## src/rtl/ysyx_25030085_ifu_pkg.sv

```systemverilog
// Shared types and constants for the instruction fetch unit.
// Latency: none (declarations only). Backpressure: not applicable.
package ysyx_25030085_ifu_pkg;

  typedef enum logic [2:0] {
    S_IDLE,
    S_REQ,
    S_WAIT,
    S_HOLD,
    S_DRAIN
  } ifu_state_e;

  localparam logic [1:0] CAUSE_NONE     = 2'd0;
  localparam logic [1:0] CAUSE_MISALIGN = 2'd1;
  localparam logic [1:0] CAUSE_BUS_ERR  = 2'd2;
  localparam logic [1:0] CAUSE_TIMEOUT  = 2'd3;

  localparam logic [31:0] DEFAULT_NOP_INST = 32'h0000_0013;
  localparam logic [31:0] DEFAULT_RESET_PC = 32'h8000_0000;

endpackage

```

## src/rtl/ysyx_25030085_ifu_timer.sv

```systemverilog
// Response-wait counter: cleared while idle, counts while enabled, flags the last allowed cycle.
// Latency: expire is combinational from the count. Backpressure: none.
module ysyx_25030085_ifu_timer #(
  parameter int unsigned TIMEOUT_CYCLES = 255
) (
  input  logic clk_i,
  input  logic rst_ni,
  input  logic clr_i,
  input  logic en_i,
  output logic expire_o
);

  localparam int unsigned CW = (TIMEOUT_CYCLES == 0) ? 1 : $clog2(TIMEOUT_CYCLES + 1);
  localparam logic [CW-1:0] LAST = CW'((TIMEOUT_CYCLES == 0) ? 0 : TIMEOUT_CYCLES - 1);
  localparam bit ENABLED = (TIMEOUT_CYCLES != 0);

  logic [CW-1:0] cnt_q, cnt_d;

  always_comb begin
    cnt_d = cnt_q;
    if (clr_i) begin
      cnt_d = '0;
    end else if (en_i) begin
      cnt_d = cnt_q + CW'(1);
    end
  end

  always_ff @(posedge clk_i or negedge rst_ni) begin
    if (!rst_ni) begin
      cnt_q <= '0;
    end else begin
      cnt_q <= cnt_d;
    end
  end

  assign expire_o = ENABLED && en_i && (cnt_q == LAST);

endmodule

```

## src/rtl/ysyx_25030085_ifu.sv

```systemverilog
// Instruction fetch: one outstanding valid/ready read per PC, word held until the core retires it.
// Latency: fetch_en to inst_valid is 3 cycles on zero-wait memory; core stall holds the entry.
module ysyx_25030085_ifu
  import ysyx_25030085_ifu_pkg::*;
#(
  parameter logic [31:0] RESET_PC       = DEFAULT_RESET_PC,
  parameter int unsigned TIMEOUT_CYCLES = 255,
  parameter logic [31:0] NOP_INST       = DEFAULT_NOP_INST
) (
  input  logic        clk_i,
  input  logic        rst_ni,
  input  logic        fetch_en_i,
  input  logic [31:0] pc_i,
  input  logic        flush_i,
  output logic        imem_req_valid_o,
  input  logic        imem_req_ready_i,
  output logic [31:0] imem_req_addr_o,
  input  logic        imem_resp_valid_i,
  output logic        imem_resp_ready_o,
  input  logic [31:0] imem_resp_data_i,
  input  logic        imem_resp_err_i,
  output logic        inst_valid_o,
  input  logic        inst_ready_i,
  output logic [31:0] inst_o,
  output logic [31:0] inst_pc_o,
  output logic        inst_fault_o,
  output logic [1:0]  fault_cause_o
);

  ifu_state_e  state_q, state_d;
  logic [31:0] addr_q, addr_d;
  logic [31:0] inst_q, inst_d;
  logic        fault_q, fault_d;
  logic [1:0]  cause_q, cause_d;
  logic        orphan_q, orphan_d;
  logic        expire;

  ysyx_25030085_ifu_timer #(
    .TIMEOUT_CYCLES(TIMEOUT_CYCLES)
  ) u_timer (
    .clk_i   (clk_i),
    .rst_ni  (rst_ni),
    .clr_i   (state_q != S_WAIT),
    .en_i    (state_q == S_WAIT),
    .expire_o(expire)
  );

  always_comb begin
    state_d           = state_q;
    addr_d            = addr_q;
    inst_d            = inst_q;
    fault_d           = fault_q;
    cause_d           = cause_q;
    orphan_d          = orphan_q;
    imem_req_valid_o  = 1'b0;
    // A timed-out request may still answer; keep accepting so it can be swallowed.
    imem_resp_ready_o = orphan_q;

    if (orphan_q && imem_resp_valid_i) begin
      orphan_d = 1'b0;
    end

    case (state_q)
      S_IDLE: begin
        if (fetch_en_i && !orphan_q && !flush_i) begin
          addr_d = pc_i;
          if (pc_i[1:0] != 2'b00) begin
            state_d = S_HOLD;
            fault_d = 1'b1;
            cause_d = CAUSE_MISALIGN;
            inst_d  = NOP_INST;
          end else begin
            state_d = S_REQ;
          end
        end
      end
      S_REQ: begin
        imem_req_valid_o = 1'b1;
        if (flush_i) begin
          state_d = imem_req_ready_i ? S_DRAIN : S_IDLE;
        end else if (imem_req_ready_i) begin
          state_d = S_WAIT;
        end
      end
      S_WAIT: begin
        imem_resp_ready_o = 1'b1;
        if (flush_i) begin
          state_d = imem_resp_valid_i ? S_IDLE : S_DRAIN;
        end else if (imem_resp_valid_i) begin
          state_d = S_HOLD;
          fault_d = imem_resp_err_i;
          cause_d = imem_resp_err_i ? CAUSE_BUS_ERR : CAUSE_NONE;
          inst_d  = imem_resp_err_i ? NOP_INST : imem_resp_data_i;
        end else if (expire) begin
          state_d  = S_HOLD;
          fault_d  = 1'b1;
          cause_d  = CAUSE_TIMEOUT;
          inst_d   = NOP_INST;
          orphan_d = 1'b1;
        end
      end
      S_HOLD: begin
        if (inst_ready_i || flush_i) begin
          state_d = S_IDLE;
          fault_d = 1'b0;
          cause_d = CAUSE_NONE;
          inst_d  = NOP_INST;
        end
      end
      S_DRAIN: begin
        imem_resp_ready_o = 1'b1;
        if (imem_resp_valid_i) begin
          state_d = S_IDLE;
        end
      end
      default: begin
        state_d = S_IDLE;
      end
    endcase
  end

  always_ff @(posedge clk_i or negedge rst_ni) begin
    if (!rst_ni) begin
      state_q  <= S_IDLE;
      addr_q   <= RESET_PC;
      inst_q   <= NOP_INST;
      fault_q  <= 1'b0;
      cause_q  <= CAUSE_NONE;
      orphan_q <= 1'b0;
    end else begin
      state_q  <= state_d;
      addr_q   <= addr_d;
      inst_q   <= inst_d;
      fault_q  <= fault_d;
      cause_q  <= cause_d;
      orphan_q <= orphan_d;
    end
  end

  assign imem_req_addr_o = {addr_q[31:2], 2'b00};
  assign inst_valid_o    = (state_q == S_HOLD);
  assign inst_o          = (inst_valid_o && !fault_q) ? inst_q : NOP_INST;
  assign inst_pc_o       = addr_q;
  assign inst_fault_o    = fault_q;
  assign fault_cause_o   = cause_q;

endmodule

```

## config.mk

```make
export PLATFORM = sky130hd
export DESIGN_NAME = ysyx_25030085_ifu
export DESIGN_NICKNAME = d
export VERILOG_FILES = /design/src/rtl/ysyx_25030085_ifu_pkg.sv /design/src/rtl/ysyx_25030085_ifu_timer.sv /design/src/rtl/ysyx_25030085_ifu.sv
export SDC_FILE = /design/constraint.sdc
export NUM_CORES = 1
export LEC_CHECK = 0
export CAP_MARGIN = 20
export CORE_AREA = 10 10 110 112
export DETAILED_ROUTE_END_ITERATION = 16
export DIE_AREA = 0 0 120 122
export PLACE_DENSITY = 0.76
export SYNTH_ARGS = -nofsm -noshare
export SYNTH_HDL_FRONTEND = slang
export SYNTH_SLANG_ARGS = --single-unit
```

## constraint.sdc

```tcl
create_clock -name clk_i -period 2.7 [get_ports clk_i]
set_input_delay 0.27 -clock clk_i [delete_from_list [all_inputs] [get_ports clk_i]]
set_output_delay 0.27 -clock clk_i [all_outputs]
set_load 0.01 [all_outputs]
```

==> flow_summary.json, run 1 <==
{
  "synthFlopType": "dfrtp_1",
  "drt_iter0_drc": 207,
  "routabilityCongestion": 0.842,
  "coreArea_um2": 10000,
  "hpwl_um": 8080,
  "yosysTopAreaCellShare_pct": 48.1,
  "timing.fmax_mhz": 397,
  "synth_cells": 360,
  "grt_max_degree": 80,
  "cp-start-kind": "flop",
  "clock_sinks": 79,
  "cellInternalPower_w": 0.00391,
  "synthTopCellsByArea": "dfrtp_1, mux2_2, mux2i_1",
  "clockPowerShare_pct": 18.0,
  "gr-total-overflow": 0,
  "final-setup-viol-count": 0,
  "arrival_ns": 2.25,
  "areaGrowthSynthToFinish_pct": 50.7,
  "skew_ns": 0.00960,
  "slew_headroom_pct": 65.5,
  "post-route-min-period_ns": 2.52,
  "fin_crit_sh_pct": 93.3,
  "met3_usage_pct": 5.23,
  "yosys.area.top_type": "dfrtp_1",
  "io_pins": 174,
  "cts-root-buf": "clkbuf_8",
  "p_leak_nw": 2.39,
  "cts.reportedPaths.clkPinSlew_ns": 0.08,
  "layout.nets": 586,
  "synth_warnings": 0,
  "pwr-share-seq_pct": 32.3,
  "worst_pin_slew_ns": 0.517,
  "irDropWorstVdd_mv": 0.378,
  "p_sw_w": 0.00196,
  "yosys-top-cells-count": "dfrtp_1, mux2_2, inv_1",
  "clockBufferDepth": 2,
  "critPathLaunch": "state_q[0]",
  "syn_avg_cell_area_um2": 10.8,
  "wl_per_cell_um": 16.3,
  "fp.dieH_um": 122,
  "slew_violations": 0,
  "cts_buffers": 9,
  "p_sw_share_pct": 33.3,
  "drv_cap": 0,
  "portBuffers": 171,
  "cts_resized": 0,
  "path_max_fanout": 32,
  "required_ns": 2.43,
  "grt_pass1_wl_um": 16800,
  "cts_tree": "yes",
  "met1_usage_pct": 17.7,
  "yosysSeqAreaShare_pct": 50.8,
  "grtUsageTotal_pct": 14.0,
  "syn_area_um2": 3900,
  "p_total_w": 0.00587,
  "drive_gt1_share_pct": 16.4,
  "antenna_found_initial": 0,
  "viasPerCell": 4.71,
  "drt_wl_total_um": 10600,
  "ant_nets": 0,
  "outcome": "completed",
  "n_antenna_cell": 0,
  "met2_usage_pct": 22.0,
  "synthDistinctLibCells": 41,
  "initial_core_util_pct": 38.8,
  "vias": 3075,
  "ys_ff_latch": 79,
  "h-tree-depth": 3,
  "rows": 37,
  "die_area_um2": 14600,
  "yosysMostFrequentCell": "dfrtp_1",
  "clock_latency_ns": 0.34,
  "die_x_um": 120,
  "hold_viol": 0,
  "hold_path_class": "in -> async",
  "drt-pass1-iter-count": 4,
  "grt_pass1_vias": 3278,
  "synth-edff-count": 0,
  "rsz0062_at_grt": "false",
  "async_flop_share_pct": 100,
  "critPathKind": "reg -> out",
  "power_density_nw_per_um2": 999,
  "end_kind": "output port",
  "rr_startpoint": "state_q[1]",
  "power_frac_comb_pct": 49.8,
  "drc": 0,
  "busiest_layer": "met2",
  "holdWs_ns": 0.386
}
## layout by cell type, fill, tap and decap left out, types with 3 or more instances in the layout
master             n
nor2_1            15
a211oi_1           3
nand2b_1           4
nor3_1            31
a21oi_1            3
nand2_1           31
bufinv_16          3
a31oi_1            3
dfstp_2            4
xor2_1             5
dfrtp_1           75
mux2i_1           29
clkbuf_8          10
clkdlybuf4s50_1  170
inv_1             34
nand3_1            3
buf_4             20
or3_1              3
mux2_2            39
## stage by stage
stage | area, um2 | util [%] | setup WS [ns] | setup TNS, ns | std cells
CTS | 5790 | 57.6 | 0.0577 | 0 | 644
global route | 5880 | 58.5 | 0.0519 | 0 | 653
detailed placement | 5540 | 55.1 | -0.281 | -5.77 | 628
finish | 5880 | 58.5 | 0.182 | 0 | 653
global placement | 5540 | 55.1 | -0.155 | -3.66 | 628
floorplan | 3900 | - | 0.627 | 0 | 361
## final cells by class
class                           instances  area (um2)
Clock inverter                          5         105
Inverter                               34         128
Fill cell                             842        4170
Tap cell                              136         170
Multi-Input combinational cell        196        1460
Sequential cell                        79        1980
Clock buffer                           11         141
Timing Repair Buffer                  192        1890
## critical path: stages, from the launching register on
cell and delay (ns):
dfrtp_1 0.60, nand3b_1 0.16, buf_4 0.26, or3_1 0.38
clkdlybuf4s50_1 0.50
## registers in the layout, indices dropped and copies added (netlist names)
name	flops
u_timer.cnt_q	8
inst_fault_o	1
fault_cause_o	2
inst_pc_o	32
state_q	3
inst_q	32
orphan_q	1
## power by group through the flow
stage	Clock (W)	Sequential (W)	Combinational [W]
3_5_place_dp	0	0.00192	0.00283
6_report	0.00106	0.00189	0.00292
5_1_grt	0.00113	0.00196	0.00313
4_1_cts	0.00109	0.00190	0.00284
3_3_place_gp	0	0.00189	0.00277
2_1_floorplan	0	0.00195	0.00164
## kinds of logic after synthesis
| kind of cell | after synthesis | synth area share (%) |
|---|---|---|
| flops | 79 | 50.8 |
| simple gates | 102 | 13.4 |
| buf+inv | 86 | 12.0 |
| other cells | 1 | 0.0962 |
| compound gates | 14 | 2.50 |
| fa+ha+maj | 2 | 0.642 |
| mux | 69 | 19.0 |
| xor+xnor | 7 | 1.57 |
## layer usage
metal / share of wire, % / up-vias
met1: 44 / 1484
met3: 8.0 / 9
met2: 47 / 120
li1: - / 1462
met4: 1.0 / 0
met5: 0 / -
## worst paths after layout
kind	to	slack [ns]	depth (start not counted)
worst max-delay path	inst_o[4]	0.18	4
worst min-delay path	inst_pc_o[18]	0.39	2
worst max register to register	inst_q[20]	0.30	6
worst min register to register	inst_pc_o[1]	0.51	1
max in group asynchronous	inst_q[0]	1.68	3
min in group clk_i	inst_q[31]	0.47	3
## timing repair
item	in CTS	in global routing
endpoints found under the setup margin	0	24
hold buffers	0	1
buffers inserted	0	7
hold endpoints to repair	0	26
(Power assumes the default switching activity.)
==> run 2: changes to the inputs <==
REMOVE_ABC_BUFFERS = 1   (was not set)
==> run 2 against run 1 <==
Net effect: total power fell by 4.7%; worst setup slack improved by 0.039 ns; critical path depth did not move; wire length rose by 2.1%; clock power fell by 26%.
==> flow_summary.json, run 2 (same netlist as run 1, synthesis figures left out) <==
{
  "slew_violations": 0,
  "fin_area_um2": 5800,
  "rsz0062_at_grt": "false",
  "layout.nets": 583,
  "grtUsageTotal_pct": 14.7,
  "power_density_nw_per_um2": 964,
  "worst_r2r_path_depth": 6,
  "hold_viol": 0,
  "worst_pin_slew_ns": 0.531,
  "fp.dieH_um": 122,
  "h-tree-depth": 3,
  "vias": 3077,
  "die_area_um2": 14600,
  "drt_iter0_drc": 154,
  "hpwl_um": 8200,
  "grt_pass1_vias": 3404,
  "critPathKind": "reg -> out",
  "cts.reportedPaths.clkPinSlew_ns": 0.08,
  "wl_per_cell_um": 16.7,
  "antenna_found_initial": 0,
  "layout_commonest_cell": "clkdlybuf4s50_1",
  "portBuffers": 171,
  "arrival_ns": 2.21,
  "clock_latency_ns": 0.34,
  "rr_startpoint": "state_q[1]",
  "cp-start-kind": "flop",
  "skew_ns": 0.0149,
  "met1_length_um": 4500,
  "die_x_um": 120,
  "rrSetupSlack_ns": 0.32,
  "n_antenna_cell": 0,
  "fin_crit_sh_pct": 91.8,
  "slew_headroom_pct": 64.4,
  "irDropWorstVdd_mv": 0.588,
  "setup_slack_ns": 0.220,
  "place_area_um2": 5520,
  "wl_met2_um": 5180,
  "path_max_fanout": 32,
  "drt-pass1-iter-count": 4,
  "outcome": "completed",
  "end_kind": "output port",
  "grt_pass1_wl_um": 17700,
  "ant_nets": 0,
  "place_worst_setup_slack_ns": -0.194,
  "holdWs_ns": 0.314,
  "routabilityCongestion": 0.849,
  "final-setup-viol-count": 0,
  "required_ns": 2.43,
  "viasPerCell": 4.73,
  "met3_length_um": 1080,
  "maxUsedRoutingLayer": "met4",
  "cts_tree": "yes",
  "gr-total-overflow": 0,
  "rows": 37,
  "initial_core_util_pct": 38.8,
  "post-route-min-period_ns": 2.48,
  "timing.fmax_mhz": 403,
  "areaGrowthSynthToFinish_pct": 48.8,
  "coreArea_um2": 10000,
  "fin_tns_setup_ns": 0,
  "clock_sinks": 79,
  "cts_buffers": 9,
  "cts-root-buf": "clkbuf_8",
  "drc": 0,
  "grt_max_degree": 80,
  "r2r_end": "inst_q[4]",
  "drt_wl_total_um": 10900,
  "drv_cap": 0,
  "nFillCells": 864,
  "hold_path_class": "in -> async",
  "io_pins": 174,
  "critPathLaunch": "state_q[2]",
  "p_leak_nw": 2.34,
  "drive_gt1_share_pct": 15.8,
  "clockBufferDepth": 2,
  "final_cell_mix": "clkdlybuf4s50_1, dfrtp_1, mux2_2"
}
## run 2: changes by cell type in the layout (fill, tap and decap cells not counted), sizes merged
cell      change
buf           -3
bufinv        -3
clkbuf        +1
clkinvlp      +1
clkinv        +1
## run 2: where the power goes
part	internal (W)	switching (W)	total (W)
Sequential	0.00159	0.000326	0.00192
Clock	0.000362	0.000427	0.000788
Combinational	0.00167	0.00122	0.00289
## run 2: what timing repair did
action | 4_1_cts | 5_1_grt
gates resized for setup | 0 | 0
hold buffers | 0 | 1
buffers inserted | 0 | 5
setup endpoints to repair | 0 | 24
endpoints found under the hold margin | 0 | 8
## run 2: area by class of cell
class	count	area (um2)	share of cell area, %
Sequential cell	79	1980	34.2
Timing Repair Buffer	189	1890	32.5
Multi-Input combinational cell	196	1460	25.2
Tap cell	136	170	2.93
Clock buffer	12	145	2.50
Inverter	34	128	2.20
Clock inverter	4	31.3	0.539
## run 2: how the worst max path moves through the flow
stage                   end  slack, ns
2_1_floorplan  inst_fault_o      -1.11
3_3_place_gp     inst_q[21]      -0.11
3_5_place_dp     inst_q[26]      -0.19
4_1_cts          inst_q[14]       0.11
5_1_grt           inst_o[3]       0.05
6_report         inst_o[11]       0.22
## run 2: metal layers
metal / vias to the layer above / GRT usage (%)
met5: - / 0
li1: 1452 / -
met1: 1480 / 17.3
met4: 0 / 4.98
met3: 8 / 6.34
met2: 137 / 23.7
## run 2: worst max-delay path: stages (launching register included)
cell and delay (ns):
dfrtp_1 0.53, nand3b_1 0.24, buf_4 0.26, nor3_1 0.24, clkdlybuf4s50_1 0.59
## run 2: metrics by stage
| step | utilization (%) | cells | total power [W] |
|---|---|---|---|
| after global routing | 57.8 | 650 | 0.00597 |
| after floorplan | - | 309 | 0.00320 |
| after detailed placement | 55.0 | 626 | 0.00474 |
| final | 57.8 | 650 | 0.00560 |
| after global placement | 55.0 | 626 | 0.00468 |
| after CTS | 56.7 | 642 | 0.00557 |
==> run 3: changes to the inputs <==
HOLD_SLACK_MARGIN = 0.05   (was not set)
==> results of run 3 <==
Same layout as run 2: the final DEF is identical, and so are final timing and power.
